--- src/rtl/uart_pkg.sv ---
`timescale 1ns/1ps
// Shared UART definitions: bit-timing constants and the receiver state encoding,
// used by both the receiver and the transmitter.
package uart_pkg;

    localparam int CLK_DIV    = 41;   // 12.5 MHz / (19200 x 16)
    localparam int OVERSAMPLE = 16;
    localparam int DATA_BITS  = 8;

    localparam int TICK_W = $clog2(OVERSAMPLE);

    // Tick-count values that mark the middle of the start bit and the end of a full bit.
    localparam logic [TICK_W-1:0] MID_TICK  = TICK_W'(OVERSAMPLE / 2 - 1);
    localparam logic [TICK_W-1:0] LAST_TICK = TICK_W'(OVERSAMPLE - 1);

    typedef enum logic [2:0] {
        RX_IDLE,
        RX_START,
        RX_DATA,
        RX_STOP,
        RX_WAIT_HIGH
    } rx_state_t;

endpackage

--- src/rtl/baud_tick_gen.sv ---
`timescale 1ns/1ps
// Free-running divider producing a one-cycle tick every DIV clocks;
// shared by the UART receiver and transmitter.
module baud_tick_gen #(
    parameter int DIV = uart_pkg::CLK_DIV
) (
    input  logic clk,
    input  logic reset,
    output logic tick
);

    localparam int CNT_W = (DIV > 1) ? $clog2(DIV) : 1;
    localparam logic [CNT_W-1:0] CNT_LAST = CNT_W'(DIV - 1);

    logic [CNT_W-1:0] count;

    // NOTE: state registers use non-blocking assignments so every flop samples pre-edge values.
    always_ff @(posedge clk) begin
        if (reset) begin
            count <= '0;
        end else if (count == CNT_LAST) begin
            count <= '0;
        end else begin
            count <= count + CNT_W'(1);
        end
    end

    assign tick = (count == CNT_LAST);

endmodule

--- src/rtl/uart_byte_receiver.sv ---
`timescale 1ns/1ps
// 16x oversampling UART receiver: 2-flop synchronizer, framing FSM and shift register,
// reporting each good byte with rx_done and each low stop bit with frame_error.
module uart_byte_receiver
    import uart_pkg::*;
#(
    parameter int CLK_DIV   = uart_pkg::CLK_DIV,
    parameter int DATA_BITS = uart_pkg::DATA_BITS
) (
    input  logic                 clk,
    input  logic                 reset,
    input  logic                 rx,
    output logic [DATA_BITS-1:0] rx_data,
    output logic                 rx_done,
    output logic                 frame_error,
    output logic                 busy
);

    localparam int BIT_W = (DATA_BITS > 1) ? $clog2(DATA_BITS) : 1;
    localparam logic [BIT_W-1:0] BIT_LAST = BIT_W'(DATA_BITS - 1);

    logic                 tick;
    logic                 rx_meta;
    logic                 rx_s;

    rx_state_t            state,      state_next;
    logic [TICK_W-1:0]    tick_cnt,   tick_next;
    logic [BIT_W-1:0]     bit_cnt,    bit_next;
    logic [DATA_BITS-1:0] shift_reg,  shift_next;
    logic                 done_next;
    logic                 err_next;

    baud_tick_gen #(
        .DIV (CLK_DIV)
    ) u_tick (
        .clk   (clk),
        .reset (reset),
        .tick  (tick)
    );

    // Synchronizer resets to the idle-high line level so reset never looks like a start bit.
    always_ff @(posedge clk) begin
        if (reset) begin
            rx_meta <= 1'b1;
            rx_s    <= 1'b1;
        end else begin
            rx_meta <= rx;
            rx_s    <= rx_meta;
        end
    end

    // NOTE: every output of this block gets a default first, so no path can infer a latch.
    always_comb begin
        state_next = state;
        tick_next  = tick_cnt;
        bit_next   = bit_cnt;
        shift_next = shift_reg;
        done_next  = 1'b0;
        err_next   = 1'b0;

        if (tick) begin
            case (state)
                RX_IDLE: begin
                    if (!rx_s) begin
                        state_next = RX_START;
                        tick_next  = '0;
                    end
                end

                RX_START: begin
                    if (tick_cnt == MID_TICK) begin
                        if (!rx_s) begin
                            state_next = RX_DATA;
                            tick_next  = '0;
                            bit_next   = '0;
                        end else begin
                            state_next = RX_IDLE;
                        end
                    end else begin
                        tick_next = tick_cnt + TICK_W'(1);
                    end
                end

                RX_DATA: begin
                    if (tick_cnt == LAST_TICK) begin
                        tick_next  = '0;
                        shift_next = {rx_s, shift_reg[DATA_BITS-1:1]};
                        if (bit_cnt == BIT_LAST) begin
                            state_next = RX_STOP;
                            bit_next   = '0;
                        end else begin
                            bit_next = bit_cnt + BIT_W'(1);
                        end
                    end else begin
                        tick_next = tick_cnt + TICK_W'(1);
                    end
                end

                RX_STOP: begin
                    if (tick_cnt == LAST_TICK) begin
                        tick_next = '0;
                        if (rx_s) begin
                            done_next  = 1'b1;
                            state_next = RX_IDLE;
                        end else begin
                            err_next   = 1'b1;
                            state_next = RX_WAIT_HIGH;
                        end
                    end else begin
                        tick_next = tick_cnt + TICK_W'(1);
                    end
                end

                // A held-low break stays here, so it reports only one frame_error.
                RX_WAIT_HIGH: begin
                    if (rx_s) begin
                        state_next = RX_IDLE;
                    end
                end

                default: begin
                    state_next = RX_IDLE;
                end
            endcase
        end
    end

    // NOTE: the shift register is an ordinary datapath register, so it is reset like the FSM state.
    always_ff @(posedge clk) begin
        if (reset) begin
            state       <= RX_IDLE;
            tick_cnt    <= '0;
            bit_cnt     <= '0;
            shift_reg   <= '0;
            rx_data     <= '0;
            rx_done     <= 1'b0;
            frame_error <= 1'b0;
        end else begin
            state       <= state_next;
            tick_cnt    <= tick_next;
            bit_cnt     <= bit_next;
            shift_reg   <= shift_next;
            rx_done     <= done_next;
            frame_error <= err_next;
            // rx_data and rx_done change on the same edge, so the byte is valid while rx_done is high.
            if (done_next) begin
                rx_data <= shift_reg;
            end
        end
    end

    assign busy = (state != RX_IDLE);

endmodule

--- config.mk ---
export PLATFORM = sky130hd
export DESIGN_NAME = uart_byte_receiver
export DESIGN_NICKNAME = d
export VERILOG_FILES = /design/src/rtl/uart_pkg.sv /design/src/rtl/baud_tick_gen.sv /design/src/rtl/uart_byte_receiver.sv
export SDC_FILE = /design/constraint.sdc
export NUM_CORES = 1
export LEC_CHECK = 0
export CAP_MARGIN = 25
export CORE_MARGIN = 2
export CORE_UTILIZATION = 40
export DETAILED_ROUTE_END_ITERATION = 16
export GPL_TIMING_DRIVEN = 0
export SLEW_MARGIN = 20
export SYNTH_ARGS = -nofsm -noshare
export SYNTH_HDL_FRONTEND = slang
export SYNTH_SLANG_ARGS = --single-unit
--- constraint.sdc ---
create_clock -name clk -period 1.8 [get_ports clk]
set_clock_uncertainty 0.15 [all_clocks]
set_input_delay 0.36 -clock clk [delete_from_list [all_inputs] [get_ports clk]]
set_output_delay 0.36 -clock clk [all_outputs]
set_load 0.005 [all_outputs]
Word level (Yosys, flattened, before mapping)

Cells that the tools add are included.

Add/subtract/negate cells: 3
Eq/ne operators: 15
Muxes and demuxes: 23
Bitwise operators: 3
Reduce and logical (&&, ||, !) cells: 11

Operators with widths:

| operator                                       | number |
|---|---|
| 2-to-1 mux 3 bit                               | 11 |
| one-hot mux 3 bit (5 select lines)             | 1 |
| != test 2 bit (second input constant)          | 7 |
| 2-to-1 mux 4 bit                               | 3 |
| one-hot mux 4 bit (3 select lines)             | 1 |
| AND reduction 7 bit                            | 1 |
| adder 6 x 1 -> 6 bit (second input constant)   | 1 |
| == test 3 x 2 -> 1 bit (second input constant) | 2 |
| == test 3 bit (second input constant)          | 2 |
| == test 6 bit (second input constant)          | 1 |
| one-hot mux 3 bit (2 select lines)             | 1 |
| nonzero test 3 bit                             | 2 |
| 2-to-1 mux 1 bit                               | 5 |
| AND reduction 5 bit                            | 1 |
| adder 4 x 1 -> 4 bit (second input constant)   | 1 |
| == test 4 x 3 -> 1 bit (second input constant) | 1 |
| == test 4 bit (second input constant)          | 1 |
| OR reduction 2 bit                             | 2 |
| OR reduction 4 bit                             | 1 |
| adder 3 x 1 -> 3 bit (second input constant)   | 1 |
| == test 3 x 1 -> 1 bit (second input constant) | 1 |
| zero test 3 bit                                | 1 |
| NOT 1 bit                                      | 3 |
| AND reduction 3 bit                            | 1 |
| 3 further kinds                                | 3 |

Bits in registers: 36
Bits of input ports: 3
Output and inout bits: 11
Logic and storage cells: 65

Logic depth before layout (Yosys ltp)

Gate-level depths: netlist of the first run.

Word-level depth: 4
Mapped depth: 7
Mapped depth without buffers: 6

By module

Synthesis of the first run repeated with hierarchy kept, for this count alone.

Cells, all modules: 174
Area, all modules: 1620.3 µm²

Modules (own cells, without submodules):

| module             | instances | cells each | area each (µm²) | sequential area each (µm²) |
|---|---|---|---|---|
| uart_byte_receiver | 1         | 146        | 1361.3          | 600.6 |
| baud_tick_gen      | 1         | 28         | 259.0           | 120.1 |

Least setup slack after synthesis of the first run

No wires, ideal clock.

Path type: register to register
Start: register tick_cnt[0]
End: register state[0]
Setup time: 0.121 ns
Arrival: 1.532 ns
Required time: 1.529 ns
Setup slack: -0.003 ns
Stages on the path, launching flop included: 6
Buffers on the path: 0
Clock period less this slack: 1.803 ns
Path through: dfxtp_1 > ha_1 > nand4_1 > a32o_1 > nor3b_4 > mux2_4

Word-level cells in the longest chain between the ends: 3
Elaborated cells on any way between the ends: 6
Classes of those cells: eq/ne (5); reduce/logical (1)

Ends and longest elaborated chain:

| what                                                    | line                                                                          | source |
|---|---|---|
| start: declaration                                      | uart_byte_receiver.sv:27                                                      | `logic [TICK_W-1:0] tick_cnt, tick_next;` |
| start signal: assignment                                | uart_byte_receiver.sv:140                                                     | `tick_cnt <= tick_next;` |
| == test 4 bit or == test 4 x 3 -> 1 bit (tied branches) | uart_byte_receiver.sv:85, uart_byte_receiver.sv:100, uart_byte_receiver.sv:71 |  |
| != test 2 bit (no line)                                 | --                                                                            |  |
| AND reduction 7 bit (no line) *                         | --                                                                            |  |
| end signal: assignment                                  | uart_byte_receiver.sv:139                                                     | `state <= state_next;` |
| end: declaration                                        | uart_byte_receiver.sv:26                                                      | `rx_state_t state, state_next;` |

Every way passes the cells marked *; elsewhere a longest branch is shown, timed or not.
A chain may end at the register's enable or synchronous reset.

Worst setup path after layout of the first run

Start: register tick_cnt[1]
End: register state[0]

The elaborated chain is that of the path after synthesis.

==> flow_summary.yaml, run 1 <==
synth:
  ys_types: 43
  syn_inst: 167
  syn_area_mm2: 0.00162
  yosys_warnings: 0
  async_reset_ff_share_pct: 0
  seq_area_frac_synth_pct: 44.4
  synthTopCellsByCount: "36 x dfxtp_1, 25 x nor2_1, 21 x mux2i_1"
  synth_top_area_share_pct: 44.4
  yosysMostFrequentCell: "dfxtp_1"
  syn_avg_cell_area_um2: 9.72
  synth_seq_cells: 36
  synthTopCellsByArea: "dfxtp_1 44%, mux2i_1 13%, nor2_1 5.8%, ha_1 3.9%, nand3_1 2.2%"
  synth_top_cell_by_area: "dfxtp_1"
  synth_nets: 175
  synth_edf_count: 0
  synth_top_flop_cell: "dfxtp_1"
floorplan:
  rows: 23
  fp.dieH_um: 67.7
  core_area_mm2: 0.00394
  dieArea_mm2: 0.00459
  initial_core_util_pct: 41.2
  io_pins: 14
  die_w_um: 67.7
route:
  ant_nets: 0
  drt_pass1_iterations: 4
  drt-met1-wl_mm: 1.52
  drc: 0
  routedWlPerCell_um: 13.0
  dr_wl_met2_mm: 1.51
  maxUsedRoutingLayer: "met4"
  vias: 1235
  drt_iter0_drc: 38
  drt-total-wl_mm: 3.15
  vias_per_cell: 5.08
  wl_met3_um: 83
sta:
  period_needed_ps: 1800
  period_share_pct: 99.9
  max_freq_mhz: 556
  rsz0062_at_grt: "yes"
  tightest_slew_ps: 456
  maxSlewViolCount: 0
  hold_viol: 0
  setup_violations: 0
  worst_slack_ps: 1.09
  relSlewSlack_pct: 69.6
global_route:
  grt_max_degree: 12
  antenna_found_initial: 0
  grt_remaining_overflow: 0
  grt_first_pass_wirelength_mm: 5.18
  grt_util_all_layers_pct: 15.3
  grt_pass1_vias: 1140
setup_path:
  cp_max_fo: 7
  cp_cell_sequence: "ha_4, nand4_1, a32o_2, nor3b_4, mux2_4"
  r2r-end: "state[0]"
  arrival_ps: 1810
  required_ps: 1810
  slowest_delay_ps: 370
  path_delay_family: "flip-flops"
  crit_slowest_cell: "dfxtp_4"
  cp_num_buf_inv: 0
  cp-end-kind: "register"
  worst_r2r_path_depth: 5
  startpoint_type: "register"
  path_class: "reg2reg"
  r2r-start: "tick_cnt[1]"
  ff2ff_setup_slack_ps: 1
cells_and_area:
  syn_to_final_growth_pct: 26.0
  antenna-diode-count: 0
  nets: 200
  drive_gt1_share_pct: 22.8
  nFillCells: 351
clock_network:
  clk_path_buf_depth: 2
  cts.sinks: 36
  cts_hold_buf: 0
  cts_root_buf: "clkbuf_8"
  cts_tree: "yes"
  clock_latency_ps: 280
  h-tree-depth: 2
  path_clk_slew_ps: 70
  cts_buffers: 5
power_and_ir_drop:
  power_density_mw_per_mm2: 705
  p_sw_uw: 315
  leakagePower_nw: 0.888
  comb_power_share_pct: 2.8
  finalPower_mw: 1.44
  p_sw_share_pct: 21.8
  ir_worst_vdd_mv: 0.527
  power_frac_seq_pct: 56.0
  intPower_mw: 1.13
  p_clk_share_pct: 41.2
status:
  outcome: "completed"
flow_run:
  maxCapViolCount: 0
placement:
  place_hpwl_mm: 2.18
  place.gp.congestion: 0.802
  port_buffers: 13
  pre_cts_ws_ps: -237
min_path:
  worstHoldEndpoint: "rx_s"
  hp-start: "rx_meta"
  min_path_cells: 1
  hp-class: "reg2reg"
metal layers:
layer | vias up | global-route usage (%)
li1 | 626 | -
met1 | 591 | 19.1
met2 | 13 | 24.4
met3 | 5 | 5.00
met4 | 0 | 6.12
met5 | - | 0
power by group through the flow:
stage               Clock [mW]  Sequential, mW  Combinational [mW]
global route             0.650           0.809              0.0473
finish                   0.595           0.808              0.0402
CTS                      0.608           0.810              0.0401
detailed placement           0           0.829              0.0396
global placement             0           0.828              0.0384
floorplan                    0           0.827              0.0270
area by class of cell:
type | count | area [um^2] | area share, %
inverter | 3 | 11.3 | 0.550
sequential | 36 | 737 | 36.0
clock buffer | 7 | 86.3 | 4.22
timing repair buffer | 18 | 163 | 7.95
multi-input combinational | 118 | 900 | 44.0
clock inverter | 1 | 7.51 | 0.367
buffer | 10 | 78.8 | 3.85
tap | 50 | 62.6 | 3.06
how the worst max path moves through the flow:
stage / startpoint / endpoint / slack (ps) / cells after the start
2_1_floorplan: tick_cnt[0] / state[0] / 20 / 5
3_3_place_gp: reset / rx_data[5] / -220 / 4
3_5_place_dp: reset / rx_data[6] / -240 / 4
4_1_cts: state[0] / shift_reg[2] / -8 / 5
5_1_grt: u_tick.count[1] / tick_cnt[3] / -70 / 7
6_report: tick_cnt[1] / state[0] / 1 / 5
cells by family (layout without fill, tap and decap cells):
family                     Yosys count  after routing  synth area share, %
buffers and inverters               13             39                 3.62
DFF                                 36             36                 44.4
muxes                               22             22                 13.9
adders and majority gates            5              5                 3.85
AOI/OAI and AO/OA                   14             14                 6.01
and+or+nand+nor                     70             70                 24.0
xor gates and xnor gates             7              7                 4.24
through the flow:
stage	TNS [ps]	util [%]	hold slack (ps)	area [um^2]	instances
floorplan	0	-	233	1630	167
global placement	-5020	46.1	241	1820	230
detailed placement	-5460	46.1	242	1820	230
CTS	-8.78	50.8	258	2000	242
global route	-189	51.9	279	2050	243
finish	0	51.9	253	2050	243
worst register-to-register path: cells and delay by family (launching register included):
| kind | cells | cell delay, ps |
|---|---|---|
| multiplexers | 1 | 320 |
| adder cells (fa/ha/maj) | 1 | 170 |
| flip-flops | 1 | 370 |
| AND/OR/NAND/NOR | 2 | 350 |
| AO/OA/AOI/OAI | 1 | 310 |
layout by cell type, fill, tap and decap left out, types with 3 or more instances in the layout:
master / instances
a21oi_1: 4
xnor2_1: 3
buf_6: 5
dfxtp_2: 7
xor2_1: 3
buf_4: 5
nor2_1: 25
mux2i_1: 21
nand4_1: 3
dfxtp_1: 27
ha_4: 3
clkbuf_1: 3
clkdlybuf4s50_1: 12
nand2b_1: 3
nand2_1: 9
nand3b_1: 4
nand3_1: 7
clkbuf_8: 6
timing repair:
| action | 4_1_cts | 5_1_grt |
|---|---|---|
| endpoints found under the setup margin | 21 | 25 |
| gates cloned | 0 | 0 |
| buffers inserted | 4 | 1 |
| pin swaps | 3 | 4 |
| endpoints found under the hold margin | 0 | 0 |
| gates resized for setup | 22 | 15 |
Power figures use the tool's default switching activity.
==> inputs of run 2 (changes only) <==
--- a/config.mk
+++ b/config.mk
@@ -8,6 +8,7 @@
 export CAP_MARGIN = 25
 export CORE_MARGIN = 2
 export CORE_UTILIZATION = 40
+export CTS_CLUSTER_DIAMETER = 100
 export DETAILED_ROUTE_END_ITERATION = 16
 export GPL_TIMING_DRIVEN = 0
 export SLEW_MARGIN = 20
==> results of run 2 <==
Final layout, timing and power as in run 1 (identical DEF).
==> inputs of run 3 (changes only) <==
--- a/config.mk
+++ b/config.mk
@@ -11,6 +11,7 @@
 export CTS_CLUSTER_DIAMETER = 100
 export DETAILED_ROUTE_END_ITERATION = 16
 export GPL_TIMING_DRIVEN = 0
+export REMOVE_ABC_BUFFERS = 1
 export SLEW_MARGIN = 20
 export SYNTH_ARGS = -nofsm -noshare
 export SYNTH_HDL_FRONTEND = slang
==> constraint.sdc (replaced) <==
create_clock -name clk -period 1.57 [get_ports clk]
set_clock_uncertainty 0.15 [all_clocks]
set_input_delay 0.314 -clock clk [delete_from_list [all_inputs] [get_ports clk]]
set_output_delay 0.314 -clock clk [all_outputs]
set_load 0.005 [all_outputs]
==> run 3 against run 2 <==
  * Power grew 14%
  * Worst setup slack got worse by 200 ps
  * Cell count grew 0.82%
  * Sequential share of layout area is 0.91 points lower
  * Clock power grew 12%
  * Via count is 2.8% higher
  * Maximum frequency up 1.5%
  * Worst hold slack gained 3.1 ps
  * Sequential power rose by 14%
  * Sequential cell count unchanged
  * Count of clock-buffer cells in the layout shrank 2
  * First-iteration DRC count is 2.6% lower
  * The flow now finishes with violations (negative setup slack)
  * Critical path type unchanged
==> flow_summary.yaml, run 3 (synthesis gave the netlist of run 1 again) <==
status:
  outcome: "finished with violations"
  violations: "negative setup slack"
min_path:
  hp-class: "reg2reg"
setup_path:
  crit_top_cell: "ha_4"
  r2r-end: "state[0]"
  arrival_ps: 1810
  startpoint_type: "register"
  path_delay_family: "flip-flops"
  cp_cell_sequence: "ha_4, ha_4, nand2b_4, a32o_2, nor3b_4, mux2_4"
  ff2ff_setup_slack_ps: -200
  cp_max_fo: 2
  startpoint: "bit_cnt[1]"
  r2r-start: "bit_cnt[1]"
  cp-end-kind: "register"
  worst_r2r_path_depth: 6
  cp-endpoint: "state[0]"
  slowest_delay_ps: 360
  path_class: "reg2reg"
  cp_num_buf_inv: 0
  path_depth: 6
  crit_slowest_cell: "dfxtp_2"
  required_ps: 1610
floorplan:
  dieArea_mm2: 0.00459
  initial_core_util_pct: 41.2
  core_area_mm2: 0.00394
  rows: 23
  die_w_um: 67.7
  fp.dieH_um: 67.7
  io_pins: 14
clock_network:
  h-tree-depth: 2
  cts_root_buf: "clkbuf_8"
  cts_buffers: 5
  cts_hold_buf: 0
  cts_tree: "yes"
  path_clk_slew_ps: 80
  clock_latency_ps: 300
  clk_path_buf_depth: 2
  cts.sinks: 36
global_route:
  grt_pass1_vias: 1233
  grt_util_all_layers_pct: 17.7
  grt_max_degree: 30
  antenna_found_initial: 0
  grt_first_pass_wirelength_mm: 5.89
  grt_remaining_overflow: 0
sta:
  worst_slack_ps: -202
  rsz0062_at_grt: "yes"
  setup_violations: 27
  tightest_slew_ps: 621
  period_share_pct: 113
  relSlewSlack_pct: 58.6
  whs_ps: 257
  hold_viol: 0
  maxSlewViolCount: 0
  period_needed_ps: 1770
  setup_tns_ps: -2850
  max_freq_mhz: 564
route:
  vias: 1270
  drt-total-wl_mm: 3.60
  drt_pass1_iterations: 4
  routedWlPerCell_um: 14.7
  drc: 0
  ant_nets: 0
  vias_per_cell: 5.18
  drt_iter0_drc: 37
placement:
  port_buffers: 13
  pre_cts_ws_ps: -710
  place.gp.congestion: 0.725
cells_and_area:
  layout_common_cells: "25 x nor2_1, 25 x dfxtp_1, 21 x mux2i_1"
  syn_to_final_growth_pct: 31.0
  finish.utilization_pct: 54.0
  drive_gt1_share_pct: 31.3
  nFillCells: 362
  antenna-diode-count: 0
  nets: 202
power_and_ir_drop:
  ir_worst_vdd_mv: 0.538
  power_density_mw_per_mm2: 776
  leakagePower_nw: 0.981
flow_run:
  maxCapViolCount: 0
## run 3: cell count changes in the layout (fill, tap and decap cells not counted), sizes merged
cell,change
buf,+6
clkbuf,-6
clkdlybuf4s15,+1
clkdlybuf4s50,-11
clkinv,+1
clkinvlp,+1
dlygate4sd2,+9
dlymetal6s2s,+1
## run 3: worst register-to-register path, stage by stage, from the launching register on
cell	delay [ps]
dfxtp_2	360
ha_4	140
ha_4	140
nand2b_4	50
a32o_2	290
nor3b_4	230
mux2_4	310
## run 3: routing by layer
metal	wire length, um	vias up	track usage, %	share of wire (%)
li1	-	637	-	-
met1	1530	600	20.9	42
met2	1840	26	28.8	51
met3	145	7	5.17	4.0
met4	82	0	9.44	2.3
met5	0	-	0	0
## run 3: worst min-delay path by stage
stage	startpoint	endpoint	slack [ps]	cells after the start
after floorplan	reset	tick_cnt[0]	230	1
final	rx_meta	rx_s	260	1
after detailed placement	rx_meta	rx_s	240	1
after global routing	rx_meta	rx_s	270	1
after global placement	rx_meta	rx_s	240	1
after CTS	rx_meta	rx_s	260	1
## run 3: per-stage QoR
stage / total power, mW / instances / cell area (um^2)
finish: 1.65 / 245 / 2130
global route: 1.72 / 245 / 2130
CTS: 1.66 / 240 / 2050
detailed placement: 0.994 / 220 / 1770
global placement: 0.991 / 220 / 1770
floorplan: 0.970 / 157 / 1580
## run 3: repair_timing
action | 4_1_cts | 5_1_grt
gates resized for setup | 48 | 10
endpoints found under the setup margin | 46 | 33
pin swaps | 8 | 8
setup buffers | 12 | 5
## run 3: power breakdown
group          internal (mW)  total (mW)  switching (mW)
Combinational         0.0283      0.0638          0.0355
Clock                  0.314       0.667           0.353
Sequential             0.913       0.921         0.00742
## run 3: area by class of cell
class,count,area (um^2),share of cell area [%]
tap,50,62.6,2.94
clock inverter,3,23.8,1.12
multi-input combinational,118,957,45.0
inverter,3,11.3,0.529
clock buffer,5,68.8,3.24
timing repair buffer,30,256,12.1
sequential,36,747,35.1
